==> config.mk <==
export PLATFORM = sky130hd
export DESIGN_NAME = clock_tick_generator
export DESIGN_NICKNAME = d
export VERILOG_FILES = /design/src/rtl/clock_tick_generator_pkg.sv /design/src/rtl/button_debouncer.sv /design/src/rtl/clock_tick_generator.sv
export SDC_FILE = /design/constraint.sdc
export NUM_CORES = 1
export LEC_CHECK = 0
export ABC_AREA = 1
export BUFFER_PORTS_ARGS = -buffer_cell sky130_fd_sc_hd__buf_4
export CELL_PAD_IN_SITES_DETAIL_PLACEMENT = 0
export CELL_PAD_IN_SITES_GLOBAL_PLACEMENT = 2
export CORE_UTILIZATION = 31
export CTS_CLUSTER_DIAMETER = 50
export DETAILED_ROUTE_END_ITERATION = 16
export PLACE_DENSITY = 0.75
export REMOVE_ABC_BUFFERS = 1
export SYNTH_ARGS = -nofsm -noshare
export SYNTH_HDL_FRONTEND = slang
export SYNTH_HIERARCHICAL = 1
export SYNTH_SLANG_ARGS = --single-unit
==> constraint.sdc <==
create_clock -name GlobalClock -period 4 [get_ports GlobalClock]
set_input_delay 0.4 -clock GlobalClock [delete_from_list [all_inputs] [get_ports GlobalClock]]
set_output_delay 0.4 -clock GlobalClock [all_outputs]
set_load 0.005 [all_outputs]
==> src/rtl/clock_tick_generator_pkg.sv <==
// Shared definitions for the CPU clock tick generator and its panel-button helpers.
// Latency: n/a (types and constants only).
// Backpressure: n/a.
package clock_tick_defs;

  // Tick generator modes; encoding is fixed so debug logic can decode it.
  typedef enum logic [1:0] {
    IDLE  = 2'd0,
    RUN   = 2'd1,
    BURST = 2'd2
  } tick_state_t;

  // Flops between an asynchronous panel input and its first use.
  localparam int SYNC_DEPTH = 2;

  // A burst length of zero still produces one tick.
  function automatic logic [7:0] burst_load(input logic [7:0] burst_count);
    return (burst_count == 8'd0) ? 8'd1 : burst_count;
  endfunction

endpackage

==> src/rtl/button_debouncer.sv <==
// Synchronizes and debounces a bouncy push button and flags its rising edge.
// Latency: level changes SYNC_DEPTH + 2^DebounceBits edges after the input settles; rise lasts one cycle.
// Backpressure: none; rise is a single-cycle pulse that is lost if the consumer ignores it.
//
// Ports:
//   GlobalClock  system clock
//   Reset        asynchronous, active-high
//   button       raw asynchronous button level
//   level        debounced button level
//   rise         one-cycle pulse on a debounced 0->1 transition
module button_debouncer
  import clock_tick_defs::*;
#(
  parameter int DebounceBits = 4
) (
  input  logic GlobalClock,
  input  logic Reset,
  input  logic button,
  output logic level,
  output logic rise
);

  logic [SYNC_DEPTH-1:0]   sync_q;
  logic                    synced;
  logic [DebounceBits-1:0] stable_cnt;
  logic                    level_d;

  assign synced = sync_q[SYNC_DEPTH-1];

  // The counter tracks how many consecutive samples have disagreed with the
  // current debounced level; the level only follows once the counter is
  // saturated and the disagreement is still present, i.e. after 2^DebounceBits
  // consecutive stable samples. Any agreeing sample restarts the window.
  always_ff @(posedge GlobalClock or posedge Reset) begin
    if (Reset) begin
      sync_q     <= '0;
      stable_cnt <= '0;
      level      <= 1'b0;
      level_d    <= 1'b0;
    end else begin
      sync_q  <= {sync_q[SYNC_DEPTH-2:0], button};
      level_d <= level;
      if (synced != level) begin
        if (stable_cnt == '1) begin
          level      <= synced;
          stable_cnt <= '0;
        end else begin
          stable_cnt <= stable_cnt + DebounceBits'(1);
        end
      end else begin
        stable_cnt <= '0;
      end
    end
  end

  assign rise = level & ~level_d;

endmodule

==> src/rtl/clock_tick_generator.sv <==
// Generates the ClockTick enable that advances the derived CPU clock: free-run, step burst, or halted.
// Latency: first tick DivideValue+3 edges after Run is sampled, DivideValue+3+2^DebounceBits after a step press.
// Backpressure: none; ClockTick is an enable with no ready, and step presses arriving outside IDLE are dropped.
//
// Ports:
//   GlobalClock  system clock (only clock used)
//   Reset        asynchronous, active-high
//   Run          asynchronous switch level, 1 = free-run
//   StepButton   asynchronous bouncy button, rising edge requests a burst
//   BurstCount   ticks per step press (0 behaves as 1), sampled on burst entry
//   DivideValue  tick period minus one, sampled at every divider reload
//   ClockTick    registered one-cycle tick enable
//   Running      high while the FSM is in RUN or BURST
//   TickCount    total ticks issued, wraps
module clock_tick_generator
  import clock_tick_defs::*;
#(
  parameter int NrOfBits      = 16,
  parameter int DebounceBits  = 4,
  parameter int TickCountBits = 32
) (
  input  logic                     GlobalClock,
  input  logic                     Reset,
  input  logic                     Run,
  input  logic                     StepButton,
  input  logic [7:0]               BurstCount,
  input  logic [NrOfBits-1:0]      DivideValue,
  output logic                     ClockTick,
  output logic                     Running,
  output logic [TickCountBits-1:0] TickCount
);

  tick_state_t           state_q, state_d;
  logic [NrOfBits-1:0]   divider_q, divider_d;
  logic [7:0]            remaining_q, remaining_d;
  logic                  tick_d;
  logic [SYNC_DEPTH-1:0] run_sync_q;
  logic                  run_sync;
  logic                  step_level;
  logic                  step_req;

  // Run is a switch, so it only needs synchronizing, not debouncing.
  always_ff @(posedge GlobalClock or posedge Reset) begin
    if (Reset) begin
      run_sync_q <= '0;
    end else begin
      run_sync_q <= {run_sync_q[SYNC_DEPTH-2:0], Run};
    end
  end

  assign run_sync = run_sync_q[SYNC_DEPTH-1];

  button_debouncer #(
    .DebounceBits (DebounceBits)
  ) u_step_debouncer (
    .GlobalClock (GlobalClock),
    .Reset       (Reset),
    .button      (StepButton),
    .level       (step_level),
    .rise        (step_req)
  );

  always_comb begin
    state_d     = state_q;
    divider_d   = divider_q;
    remaining_d = remaining_q;
    tick_d      = 1'b0;
    case (state_q)
      IDLE: begin
        // Run wins over a simultaneous step request.
        if (run_sync) begin
          state_d   = RUN;
          divider_d = DivideValue;
        end else if (step_req) begin
          state_d     = BURST;
          divider_d   = DivideValue;
          remaining_d = burst_load(BurstCount);
        end
      end
      RUN: begin
        // Leaving RUN drops a tick that would have fired on this edge.
        if (!run_sync) begin
          state_d = IDLE;
        end else if (divider_q == '0) begin
          tick_d    = 1'b1;
          divider_d = DivideValue;
        end else begin
          divider_d = divider_q - NrOfBits'(1);
        end
      end
      BURST: begin
        // A burst always runs to completion; Run only decides where it ends up,
        // and the reload on the last tick lets RUN continue without a gap.
        if (divider_q == '0) begin
          tick_d      = 1'b1;
          divider_d   = DivideValue;
          remaining_d = remaining_q - 8'd1;
          if (remaining_q == 8'd1) begin
            state_d = run_sync ? RUN : IDLE;
          end
        end else begin
          divider_d = divider_q - NrOfBits'(1);
        end
      end
      default: begin
        state_d = IDLE;
      end
    endcase
  end

  always_ff @(posedge GlobalClock or posedge Reset) begin
    if (Reset) begin
      state_q     <= IDLE;
      divider_q   <= '0;
      remaining_q <= 8'd0;
      ClockTick   <= 1'b0;
      Running     <= 1'b0;
      TickCount   <= '0;
    end else begin
      state_q     <= state_d;
      divider_q   <= divider_d;
      remaining_q <= remaining_d;
      ClockTick   <= tick_d;
      Running     <= (state_d != IDLE);
      TickCount   <= TickCount + TickCountBits'(tick_d);
    end
  end

endmodule

==> impl_metrics.toml <==
[clocking]
ctsHoldBuffers = 0
clkLatencyLatePin_ns = 0.34
cts.sinks = 70
cts-resized-gates = 0
cts_buffer_depth = 2
cts_made_buffers = 9
htreeDepth = 3
postCtsSetupBuffers = 0
cts_tree = "built"
clkTransAtPathRegs_ns = 0.06
root_buffer = "clkbuf_16"

[floorplan]
die_height_um = 116
die_w_um = 116
ios = 62
start_util_pct = 31.8
fp-row-count = 41
coreArea_um2 = 12700
dieArea_um2 = 13500

[global_route]
grt.total_usage_pct = 16.8
overflow = 0
antenna_found_initial = 0
grt_max_degree = 43
grt_pass1_vias = 3370
grt_pass1_wl_mm = 17.0

[routing]
route.detailed.drc = 0
wirelength_mm = 10.1
num_vias = 3349
dr.pass1.iters = 4
drtAntennaViolNets = 0
vias_per_cell = 4.53
wl_per_cell_um = 13.7
drtIter0Drc = 161

[sta]
max-slew-margin-rel_pct = 38.6
slew_violations = 0
setup_ws_ns = 1.33
fin_crit_ns = 2.67
setup_viol = 0
tightest_slew_ns = 0.920
finalClockSkew_ns = 0.00820
fin_tns_setup_ns = 0
report.final.hold_viol_count = 0
max_freq_mhz = 374
rsz0062_at_grt = "false"
fin_crit_sh_pct = 66.8

[layout]
area_growth_pct = 22.5
fin_cells = 739
num_antenna_cells = 0
nNetsFinal = 603
drive_gt1_share_pct = 19.8

[critical_path]
crit_chain = "inv_1, ha_1, o21ai_0, nor2_1, ha_1, ha_1, nand2_2, nor2_2, nand3_1, nor2_2, nand2_1, xnor2_1"
path_buf_inv = 1
worstSetupEndpointType = "flop"
slowest_stage = "ha_1"
crit_arrival_ns = 2.89
path_class = "reg -> reg"
cp_top_family = "simple AND/OR/NAND/NOR gates"
start_kind = "flop"
slowest_delay_ns = 0.44
crit_start = "state_q[0]"
ff2ff_setup_slack_ns = 1.33
timing.rr.end = "TickCount[20]"
required_ns = 4.22
path_common_cell = "ha_1"
r2r-start = "state_q[0]"
critical_path.max_fanout = 13
r2r_cells = 12

[logic_synthesis]
synth_simple_gate_area_share_pct = 29.1
synth_xor_area_share_pct = 9.34
syn_area_per_cell_um2 = 8.12
synth-compound-area-share_pct = 7.29
synth_top_family_by_area = "simple AND/OR/NAND/NOR gates"
synth-warning-count = 6
syn_area_um2 = 4030
post_synth_num_cell_types = 36
synth_edf_count = 0
yosys-mux-area-fraction_pct = 0.248
async_reset_ff_share_pct = 100
yosysSeqAreaShare_pct = 43.4
synth_fa_ha_area_share_pct = 3.72
synth-main-ff-cell = "dfrtp_1"
synth_seq_cells = 70
netlist_instances = 497

[placed_design]
numPortBuffers = 61
placedCellCount = 724
place_ws_ns = 1.32
hpwl_mm = 7.57
place_congestion = 0.753

[pwr]
power_mw = 2.58
power.density_nw_per_um2 = 523
ir_drop_v = 0.000167
power.leakage_nw = 2.43

[run_status]
status = "finished clean"

[worst_hold_path]
hp-class = "in -> async"

[flow_run]
maxCapViolations = 0
-- where the power goes --
group | switching, mW | internal (mW)
registers | 0.146 | 0.851
clock network | 0.306 | 0.447
logic | 0.521 | 0.313
total | 0.972 | 1.61
-- synth_stat cells, types with 2 or more instances --
cell	instances	area, um^2
nand4_1	11	68.8
dfrtp_1	70	1750
nand3b_1	3	22.5
nand2_1	118	443
nor2_1	56	210
xor2_1	24	210
o21ai_0	23	115
o211ai_1	2	15.0
nor2_4	4	45.0
inv_1	56	210
nand2_2	9	56.3
buf_6	2	22.5
o211ai_2	3	37.5
nor3_1	11	55.1
ha_1	12	150
inv_2	3	11.3
o21ai_1	7	35.0
xnor2_1	19	166
nor2_2	8	50.1
a21oi_1	10	50.1
o22ai_1	2	12.5
nand3_1	27	135
clkbuf_1	3	11.3
buf_4	2	15.0
-- worst reg2reg max path, cell delays in order, from the launching register on --
cell and delay (ns):
dfrtp_1 0.40, inv_1 0.12, ha_1 0.44, o21ai_0 0.16
nor2_1 0.24, ha_1 0.20, ha_1 0.21, nand2_2 0.10
nor2_2 0.11, nand3_1 0.16, nor2_2 0.19, nand2_1 0.08
xnor2_1 0.12
-- sequential cells by signal, summed over array words and instances (netlist names) --
register and flops:
remaining_q 8, TickCount 32, Running 1, run_sync_q 2
u_step_debouncer/sync_q 2, state_q 2, ClockTick 1, u_step_debouncer/stable_cnt 4
u_step_debouncer/level 1, divider_q 16, u_step_debouncer/level_d 1
-- area by class of cell --
cell class | count | area (um^2)
fill | 1334 | 7730
clock buffer | 11 | 253
clock inverter | 4 | 22.5
multi-input combinational | 360 | 2010
timing repair buffer | 62 | 465
inverter | 60 | 228
sequential | 70 | 1750
tap | 172 | 215
-- stage by stage --
stage	hold slack [ns]	util, %	cell area, um^2
after floorplan	0.216	-	3990
after global placement	0.332	36.8	4670
after detailed placement	0.340	36.8	4670
after CTS	0.0260	39.0	4940
after global routing	0.0402	39.0	4940
final	0.0291	39.0	4940
-- how the worst max path moves through the flow --
stage               slack, ns  cells after the start       endpoint
global placement         1.41                     12  TickCount[26]
CTS                      1.30                     12  TickCount[20]
global route              1.0                     12  TickCount[20]
finish                   1.33                     12  TickCount[20]
floorplan                1.72                     16  TickCount[20]
detailed placement       1.32                     12  TickCount[20]
-- cell usage in the layout (no fill, tap or decap), drive strengths merged --
cell and instances:
nand2 129, dfrtp 70, nor2 68, buf 62, inv 60, o21ai 30, nand3 27, xor2 24
xnor2 19, ha 12, nand4 12, nor3 12, clkbuf 11, a21oi 10, o211ai 5, nand3b 3
clkinv 3, o22ai 2, nor4 2, a31oi 1, nor3b 1, o2bb2ai 1, mux2i 1, o21a 1
clkinvlp 1
-- kinds of logic (layout without fill, tap and decap cells) --
family | Yosys count | count (layout)
AO/OA/AOI/OAI | 50 | 50
XOR/XNOR | 43 | 43
adder cells (fa/ha/maj) | 12 | 12
buffers and inverters | 67 | 137
flip-flops | 70 | 70
multiplexers | 1 | 1
AND/OR/NAND/NOR | 254 | 254
-- metal layers --
layer | track usage (%) | wire [um] | vias up
met1 | 23.2 | 5200 | 1568
met5 | 0 | 0 | -
met2 | 25.5 | 4390 | 61
met3 | 3.87 | 356 | 11
met4 | 6.32 | 163 | 0
li1 | - | - | 1709
Note: power is estimated with default switching activity, not from simulation.
